===== config.mk =====
export PLATFORM = sky130hd
export DESIGN_NAME = mul32_share_arbiter
export DESIGN_NICKNAME = d
export VERILOG_FILES = /design/src/rtl/mul32_share_arbiter.sv
export SDC_FILE = /design/constraint.sdc
export NUM_CORES = 1
export LEC_CHECK = 0
export ABC_AREA = 1
export CORE_UTILIZATION = 48
export CTS_BUF_LIST = sky130_fd_sc_hd__clkbuf_16
export CTS_CLUSTER_DIAMETER = 200
export DETAILED_ROUTE_END_ITERATION = 8
export PLACE_DENSITY = 0.8
export SLEW_MARGIN = 5
export SYNTH_ARGS = -nofsm -noshare
export SYNTH_HDL_FRONTEND = slang
export SYNTH_SLANG_ARGS = --single-unit

===== constraint.sdc =====
create_clock -name i_clk -period 1.58 [get_ports i_clk]
set_input_delay 0.395 -clock i_clk [delete_from_list [all_inputs] [get_ports i_clk]]
set_output_delay 0.395 -clock i_clk [all_outputs]
set_load 0.005 [all_outputs]

===== src/rtl/mul32_share_arbiter.sv =====
// Round-robin arbiter sharing one multi-cycle field multiplier among N_REQ requesters.
// Each requester gets a one-deep start latch; one multiplier operation is in flight at a time.
module mul32_share_arbiter #(
   parameter int N_REQ = 2,
   parameter int WIDTH = 32
) (
   input  logic                     i_clk,
   input  logic                     i_rst_n,
   input  logic [N_REQ-1:0]         i_req_start,
   input  logic [WIDTH*N_REQ-1:0]   i_req_x,
   input  logic [WIDTH*N_REQ-1:0]   i_req_y,
   output logic [WIDTH-1:0]         o_req_out,
   output logic [N_REQ-1:0]         o_req_done,
   output logic [N_REQ-1:0]         o_overrun,
   output logic                     o_busy,
   output logic                     o_start_mul,
   output logic [WIDTH-1:0]         o_x_mul,
   output logic [WIDTH-1:0]         o_y_mul,
   input  logic [WIDTH-1:0]         i_o_mul,
   input  logic                     i_done_mul
);

   localparam int GW = (N_REQ > 1) ? $clog2(N_REQ) : 1;
   localparam logic [1:0] ST_IDLE  = 2'd0;
   localparam logic [1:0] ST_ISSUE = 2'd1;
   localparam logic [1:0] ST_WAIT  = 2'd2;
   localparam logic [GW-1:0] LAST_INIT = GW'(N_REQ - 1);

   logic [1:0]         state_r;
   logic [N_REQ-1:0]   pending_r;
   logic [N_REQ-1:0]   overrun_r;
   logic [WIDTH-1:0]   x_lat_r [N_REQ];
   logic [WIDTH-1:0]   y_lat_r [N_REQ];
   logic [GW-1:0]      grant_r;
   logic [GW-1:0]      last_grant_r;
   logic [WIDTH-1:0]   out_r;
   logic [N_REQ-1:0]   done_r;
   logic               busy_r;
   logic               start_r;
   logic [WIDTH-1:0]   x_mul_r;
   logic [WIDTH-1:0]   y_mul_r;

   logic [GW-1:0]      pick_s;
   logic               pick_valid_s;
   int                 best_s;
   logic [N_REQ-1:0]   clear_s;

   // Round-robin pick: smallest distance after last_grant among pending requesters
   always_comb begin
      pick_s       = '0;
      pick_valid_s = 1'b0;
      best_s       = N_REQ;
      for (int j = 0; j < N_REQ; j++) begin
         if (pending_r[j] && (((j - int'(last_grant_r) - 1 + 2 * N_REQ) % N_REQ) < best_s)) begin
            best_s       = (j - int'(last_grant_r) - 1 + 2 * N_REQ) % N_REQ;
            pick_s       = GW'(j);
            pick_valid_s = 1'b1;
         end else begin
            best_s = best_s;
         end
      end
   end

   // Pending bit being consumed by a grant this edge
   always_comb begin
      clear_s = '0;
      for (int k = 0; k < N_REQ; k++) begin
         clear_s[k] = (state_r == ST_IDLE) && pick_valid_s && (pick_s == GW'(k));
      end
   end

   // Per-requester start latch; a new start beats its own same-edge grant clear
   always_ff @(posedge i_clk or negedge i_rst_n) begin
      if (!i_rst_n) begin
         pending_r <= '0;
         overrun_r <= '0;
         for (int k = 0; k < N_REQ; k++) begin
            x_lat_r[k] <= '0;
            y_lat_r[k] <= '0;
         end
      end else begin
         for (int k = 0; k < N_REQ; k++) begin
            if (i_req_start[k]) begin
               if (pending_r[k] && !clear_s[k]) begin
                  overrun_r[k] <= 1'b1;
               end else begin
                  pending_r[k] <= 1'b1;
                  x_lat_r[k]   <= i_req_x[WIDTH*k +: WIDTH];
                  y_lat_r[k]   <= i_req_y[WIDTH*k +: WIDTH];
               end
            end else if (clear_s[k]) begin
               pending_r[k] <= 1'b0;
            end
         end
      end
   end

   // Issue/wait FSM driving the shared multiplier and the completion pulse
   always_ff @(posedge i_clk or negedge i_rst_n) begin
      if (!i_rst_n) begin
         state_r      <= ST_IDLE;
         grant_r      <= '0;
         last_grant_r <= LAST_INIT;
         out_r        <= '0;
         done_r       <= '0;
         busy_r       <= 1'b0;
         start_r      <= 1'b0;
         x_mul_r      <= '0;
         y_mul_r      <= '0;
      end else begin
         done_r <= '0;
         case (state_r)
            ST_IDLE: begin
               if (pick_valid_s) begin
                  x_mul_r <= x_lat_r[pick_s];
                  y_mul_r <= y_lat_r[pick_s];
                  grant_r <= pick_s;
                  start_r <= 1'b1;
                  busy_r  <= 1'b1;
                  state_r <= ST_ISSUE;
               end
            end
            ST_ISSUE: begin
               start_r <= 1'b0;
               state_r <= ST_WAIT;
            end
            ST_WAIT: begin
               if (i_done_mul) begin
                  out_r        <= i_o_mul;
                  done_r       <= {{(N_REQ-1){1'b0}}, 1'b1} << grant_r;
                  last_grant_r <= grant_r;
                  busy_r       <= 1'b0;
                  state_r      <= ST_IDLE;
               end
            end
            default: begin
               start_r <= 1'b0;
               busy_r  <= 1'b0;
               state_r <= ST_IDLE;
            end
         endcase
      end
   end

   assign o_req_out   = out_r;
   assign o_req_done  = done_r;
   assign o_overrun   = overrun_r;
   assign o_busy      = busy_r;
   assign o_start_mul = start_r;
   assign o_x_mul     = x_mul_r;
   assign o_y_mul     = y_mul_r;

endmodule


==> results of run 1 <==
flip-flops by register name, indices dropped and copies added (netlist names):
name	count
grant_r	1
last_grant_r	1
o_busy	1
o_overrun	2
o_req_done	2
o_req_out	32
o_start_mul	1
o_x_mul	32
o_y_mul	32
pending_r	2
state_r	2
x_lat_r	64
y_lat_r	64
repair_timing:
action	4_1_cts	5_1_grt
setup buffers	22	16
pin swaps	0	1
hold buffers	1	0
setup endpoints to repair	102	109
cloned	0	5
gates resized for setup	118	42
endpoints found under the hold margin	38	0
routing by layer:
layer / GRT usage, % / vias to the layer above / wire (um)
li1: - / 4041 / -
met1: 35.4 / 4129 / 11600
met2: 45.7 / 390 / 13800
met3: 5.00 / 55 / 2460
met4: 7.95 / 2 / 651
met5: 0 / - / 8
cells in the final DEF (no fill, tap or decap), drive strengths merged:
cell,Yosys,final
clkinv,0,7
o21ai,4,4
clkdlybuf4s15,0,50
clkinvlp,0,2
dfrtp,235,235
buf,49,78
dlygate4sd2,0,50
o21bai,2,2
clkdlybuf4s50,0,161
dfstp,1,1
dlygate4sd3,0,1
nand3,226,226
clkbuf,20,30
inv,10,19
nor2,7,7
bufinv,0,1
nand2,525,525
metrics by stage:
stage	utilization (%)	setup TNS (ns)
floorplan	-	0
global placement	64.6	0
detailed placement	64.6	0
CTS	68.7	0
global route	70.1	-0.0247
finish	70.1	0
kinds of logic (layout without fill, tap and decap cells):
| family | Yosys count | count (layout) | synth area share (%) |
|---|---|---|---|
| and+or+nand+nor | 758 | 758 | 33.5 |
| DFF | 236 | 236 | 61.7 |
| buffers and inverters | 79 | 399 | 4.47 |
| AOI/OAI and AO/OA | 6 | 6 | 0.366 |
final cells by class:
type,instances,share of cell area [%]
sequential,236,43.2
timing repair buffer,345,24.9
multi-input combinational,764,23.9
clock buffer,25,4.57
tap,265,2.42
clock inverter,19,0.814
inverter,10,0.274
path summary, 6_finish.rpt:
check / startpoint / to / slack (ns)
max: o_y_mul[23] / o_y_mul[23] / 0.02
min: i_rst_n / o_x_mul[7] / 0.40
max reg2reg: last_grant_r / y_lat_r[34] / 0.10
min reg2reg: grant_r / o_req_done[0] / 0.44
max in group asynchronous: i_rst_n / y_lat_r[25] / 0.61
min in group i_clk: i_req_start[1] / x_lat_r[1] / 0.41
power breakdown:
part           switching [mW]  leakage, nW  total [mW]  internal (mW)
clock                    2.30        0.386        5.32           3.01
combinational            6.25         3.69        11.0           4.79
sequential               1.55         2.95        10.4           8.84
==> metrics.txt, run 1 <==
final total power 26.7 mW; Synth warnings 0; fillers 1468; H-tree depth 1; clock slew at reported path FFs approximately 0.07 ns; Routed Antenna Nets 0; Peak supply drop between 0.0009 and 0.001 V; most instantiated library cell after synthesis nand2_1; max-slew violation count 0; worst path buffer plus inverter count 1; Period minus WS final 1.56 ns; register bit count reported by yosys 236; Die H ~140 um; Seq/Total Area, Yosys 61.7%; min-delay worst type primary input to async pin; Final Instance Area between 10000 and 15000 um^2; Iter 0 DRT Violations 490; status completed; R2R depth 8; DRC errors left 0; Synth top area share 61.4%; placed cell count 1576; ANT cells 0; final std cells w/o fill ~1700; TritonCTS Buffers 24; LEAKAGE 7.02 nW; crit end category output pin; Total GRT Usage between 20% and 30%; multi-input logic area 3270 um^2; critical path fanouts, max 2; delay-heaviest family, CP flip-flops; Cell Pwr Density between 1500 and 2000 nW/um^2; Worst Path Required 1.18 ns; Worst Tran Pin Value slightly above 0.4 ns; CP max stage cell dfrtp_1; register area 5910 um^2; IO Port Bufs 266; dominant cells by area after synthesis dfrtp_1 61%, nand2_1 20%, nand3_1 11%; row cnt 51; Syn Area/Cell between 8 and 9 um^2; Arrival @ worst endpoint 1.16 ns; crit-path cells dlygate4sd2_1; Clock Latency Late Sink 0.51 ns; Syn Std Cell Area 9580 um^2; clk sinks around 240; via count 8617; IO Count 267; Synth-to-Final Area Change 42.9%; pin count of the biggest net entering global routing 67; first-pass GRT wire length 43300 um; Die Span X roughly 140 um; Placer Congestion 0.814; period utilization 98.5%; Post-Syn Instances ~1100; Worst slew margin 72.8%; CP Depth 1; WL/cell about 17 um; Cell variety after synth 17; Post-DP Area 12600 um^2; Synth Flop Type dfrtp_1; gr ovfl total 0; Min Hold Slack 0.398 ns; post-DP HPWL approximately 18000 um; drt via density 5.18; Max Clock Freq roughly 640 MHz; clk buf depth 3; CTS root buf clkbuf_16; CORE AREA 19500 um^2; final WL 28600 um; Yosys top cell by area dfrtp_1; Hold Fails Final Rpt 0; share of layout cells above drive strength 1 9.79%; Synth async-reset ratio 100%; WS Path Type flip-flop to output pin; Pre-Repair DR Iteration Count 5; pre-CTS setup slack 0.0766 ns; most frequent cells after synthesis 521 x nand2_1, 235 x dfrtp_1, 214 x nand3_1; crit start category flip-flop; initial antenna violation count 1; Starting Density 49.1%; skew final 0.00884 ns; Post-synth EDFFs 0; CTS tree built; Worst Setup Slack, final approximately 0.024 ns; Max Cap Viol 0; Syn Nets 1244; number of global-route vias before repair 8574; layout net count 1546; die area a little over 20000 um^2; Final setup viols 0; max incr delay on CP 0.39 ns
Note: power is estimated with default switching activity, not from simulation.
==> inputs of run 2 (changes only) <==
--- a/config.mk
+++ b/config.mk
@@ -6,11 +6,13 @@
 export NUM_CORES = 1
 export LEC_CHECK = 0
 export ABC_AREA = 1
-export CORE_UTILIZATION = 48
+export CELL_PAD_IN_SITES_DETAIL_PLACEMENT = 0
+export CELL_PAD_IN_SITES_GLOBAL_PLACEMENT = 1
+export CORE_UTILIZATION = 35
 export CTS_BUF_LIST = sky130_fd_sc_hd__clkbuf_16
 export CTS_CLUSTER_DIAMETER = 200
 export DETAILED_ROUTE_END_ITERATION = 8
-export PLACE_DENSITY = 0.8
+export PLACE_DENSITY_LB_ADDON = 0.1
 export SLEW_MARGIN = 5
 export SYNTH_ARGS = -nofsm -noshare
 export SYNTH_HDL_FRONTEND = slang
==> run 2 against run 1 <==
Clock power increased by 5.6%. Non-clock buffer count is 24 lower. Fmax increased by 0.34%.
==> metrics.txt, run 2 (same netlist as run 1, synthesis figures left out) <==
skew final 0.0258 ns (+0.0170 ns); initial antenna violation count 0 (-1); ANT cells 0 (unchanged); clock power share 21.2% (+1.3 points); H-tree depth 1 (unchanged); period utilization 98.1% (-0.33 points); Hold Fails Final Rpt 0 (unchanged); Peak supply drop 0.00123 V (+30%); final std cells w/o fill 1719 (+3.3%); Starting Density 35.6% (-13 points); R2R depth 8 (unchanged); CTS tree built; layout net count 1525 (-1.4%); max incr delay on CP 0.37 ns (-0.02 ns); Net Sw Frac 37.1% (-0.63 points); IO Port Bufs 266 (unchanged); internal power 16.6 mW (about the same); Arrival @ worst endpoint 1.16 ns (about the same); commonest non-fill, non-tap cell in the layout nand2_1; Sw Pwr 9.83 mW (-2.6%); met2 WL post-DR 13000 um (-5.7%); Largest regs x_lat_r: 64 flops, y_lat_r: 64 flops; IO Count 267 (unchanged); crit end category output pin; Worst slew margin 71.2% (-1.6 points); pre-CTS setup slack 0.0657 ns (-0.0109 ns); first-pass GRT wire length 45700 um (+5.5%); Worst Setup Slack, final 0.0295 ns (+0.00527 ns); critical path fanouts, max 2 (unchanged); max-slew violation count 0 (unchanged); die area 28000 um^2 (+37%); Placer Congestion 0.757 (-7.1%); final total power 26.5 mW (-1.0%); number of global-route vias before repair 8185 (-4.5%); TritonCTS Buffers 27 (+13%); WL met1 12900 um (+11%); gr ovfl total 0 (unchanged); Cell Pwr Density 1930 nW/um^2 (-1.1%); CTS root buf clkbuf_16; crit start category flip-flop; sequential share of power 39.0% (about the same); Pre-Repair DR Iteration Count 5 (unchanged); Max Clock Freq 645 MHz (+0.34%); final WL 28200 um (-1.2%); Gate power share 39.8% (-1.5 points); min-delay worst type primary input to flip-flop; worst path buffer plus inverter count 1 (unchanged); CP max stage cell dfrtp_1; LEAKAGE 6.90 nW (-1.8%); DRC errors left 0 (unchanged); CP Depth 1 (unchanged); most frequent cells in the layout 520 x nand2_1, 235 x dfrtp_1, 214 x nand3_1; Worst Tran Pin Value 0.433 ns (+0.0238 ns); Synth-to-Final Area Change 43.0% (about the same); hold path cells 4; Period minus WS final 1.55 ns (-0.00527 ns); pin count of the biggest net entering global routing 46 (-31%); clock slew at reported path FFs 0.06 ns (about the same); status completed; Die Span X 167 um (+17%); clk sinks 236 (unchanged); row cnt 60 (+18%); CORE AREA 26900 um^2 (+38%); crit-path cells dlygate4sd2_1; Iter 0 DRT Violations 556 (+13%); DR WL met3 1830 um (-26%); via count 8237 (-4.4%); post-layout util 50.9% (-19 points); Clock Latency Late Sink 0.53 ns (+0.02 ns); Worst Path Required 1.18 ns (about the same); post-DP HPWL 18000 um (+0.76%); Final setup viols 0 (unchanged); Max Cap Viol 0 (unchanged); fillers 2597 (+77%); Min Hold Slack 0.361 ns (-0.0368 ns); WL/cell 16.4 um (-4.3%); top routing layer in use met4; Routed Antenna Nets 0 (unchanged); WS Path Type flip-flop to output pin; Die H 167 um (+17%); placed cell count 1651 (+4.8%); share of layout cells above drive strength 1 8.71% (-1.1 points); Total GRT Usage 20.6% (-6.4 points); drt via density 4.79 (-7.5%); delay-heaviest family, CP flip-flops; clk buf depth 3 (unchanged)
## run 2: cell types whose count changed in the layout (fill, tap and decap cells not counted), moves of 2 or more
cell,change
clkdlybuf4s15_1,+25
clkinv_1,-3
clkinv_2,+5
clkbuf_2,+2
buf_4,-28
dlygate4sd2_1,-28
buf_12,+7
## run 2: per-stage QoR
step / TNS [ns] / instance area, um^2
global placement: 0 / 12800
global route: -0.0102 / 13700
finish: 0 / 13700
CTS: 0 / 13600
floorplan: 0 / 9580
detailed placement: 0 / 12800
## run 2: power groups by stage
stage          Sequential, mW  Clock [mW]  Combinational [mW]
4_1_cts                  10.3        5.78                10.6
5_1_grt                  10.7        6.02                11.9
3_5_place_dp             10.4           0                11.0
2_1_floorplan            10.2           0                5.98
6_report                 10.3        5.62                10.5
3_3_place_gp             10.4           0                10.8
## run 2: final cells by class
class	instances	area [um^2]	share of cell area (%)
inverter	10	37.5	0.274
clock buffer	27	676	4.93
clock inverter	20	113	0.822
sequential	236	5910	43.1
tap	341	427	3.12
multi-input combinational	764	3260	23.8
timing repair buffer	321	3280	23.9
## run 2: worst paths after layout
kind / startpoint / slack, ns / endpoint
worst max-delay path: o_x_mul[20] / 0.03 / o_x_mul[20]
worst min-delay path: i_req_start[0] / 0.36 / pending_r[0]
worst max register to register: last_grant_r / 0.13 / y_lat_r[53]
worst min register to register: grant_r / 0.43 / o_req_done[0]
max in group asynchronous: i_rst_n / 0.60 / o_x_mul[6]
min in group asynchronous: i_rst_n / 0.38 / o_req_out[19]
## run 2: repair_timing
action	CTS	global route
endpoints found under the hold margin	35	0
endpoints found under the setup margin	102	75
resized for setup	148	43
setup buffers	11	9
hold buffers	1	0
pin swaps	0	1
## run 2: metal layers
metal	vias up	track usage, %
li1	3998	-
met2	261	33.1
met5	-	0
met3	35	3.90
met1	3943	28.6
met4	0	4.99
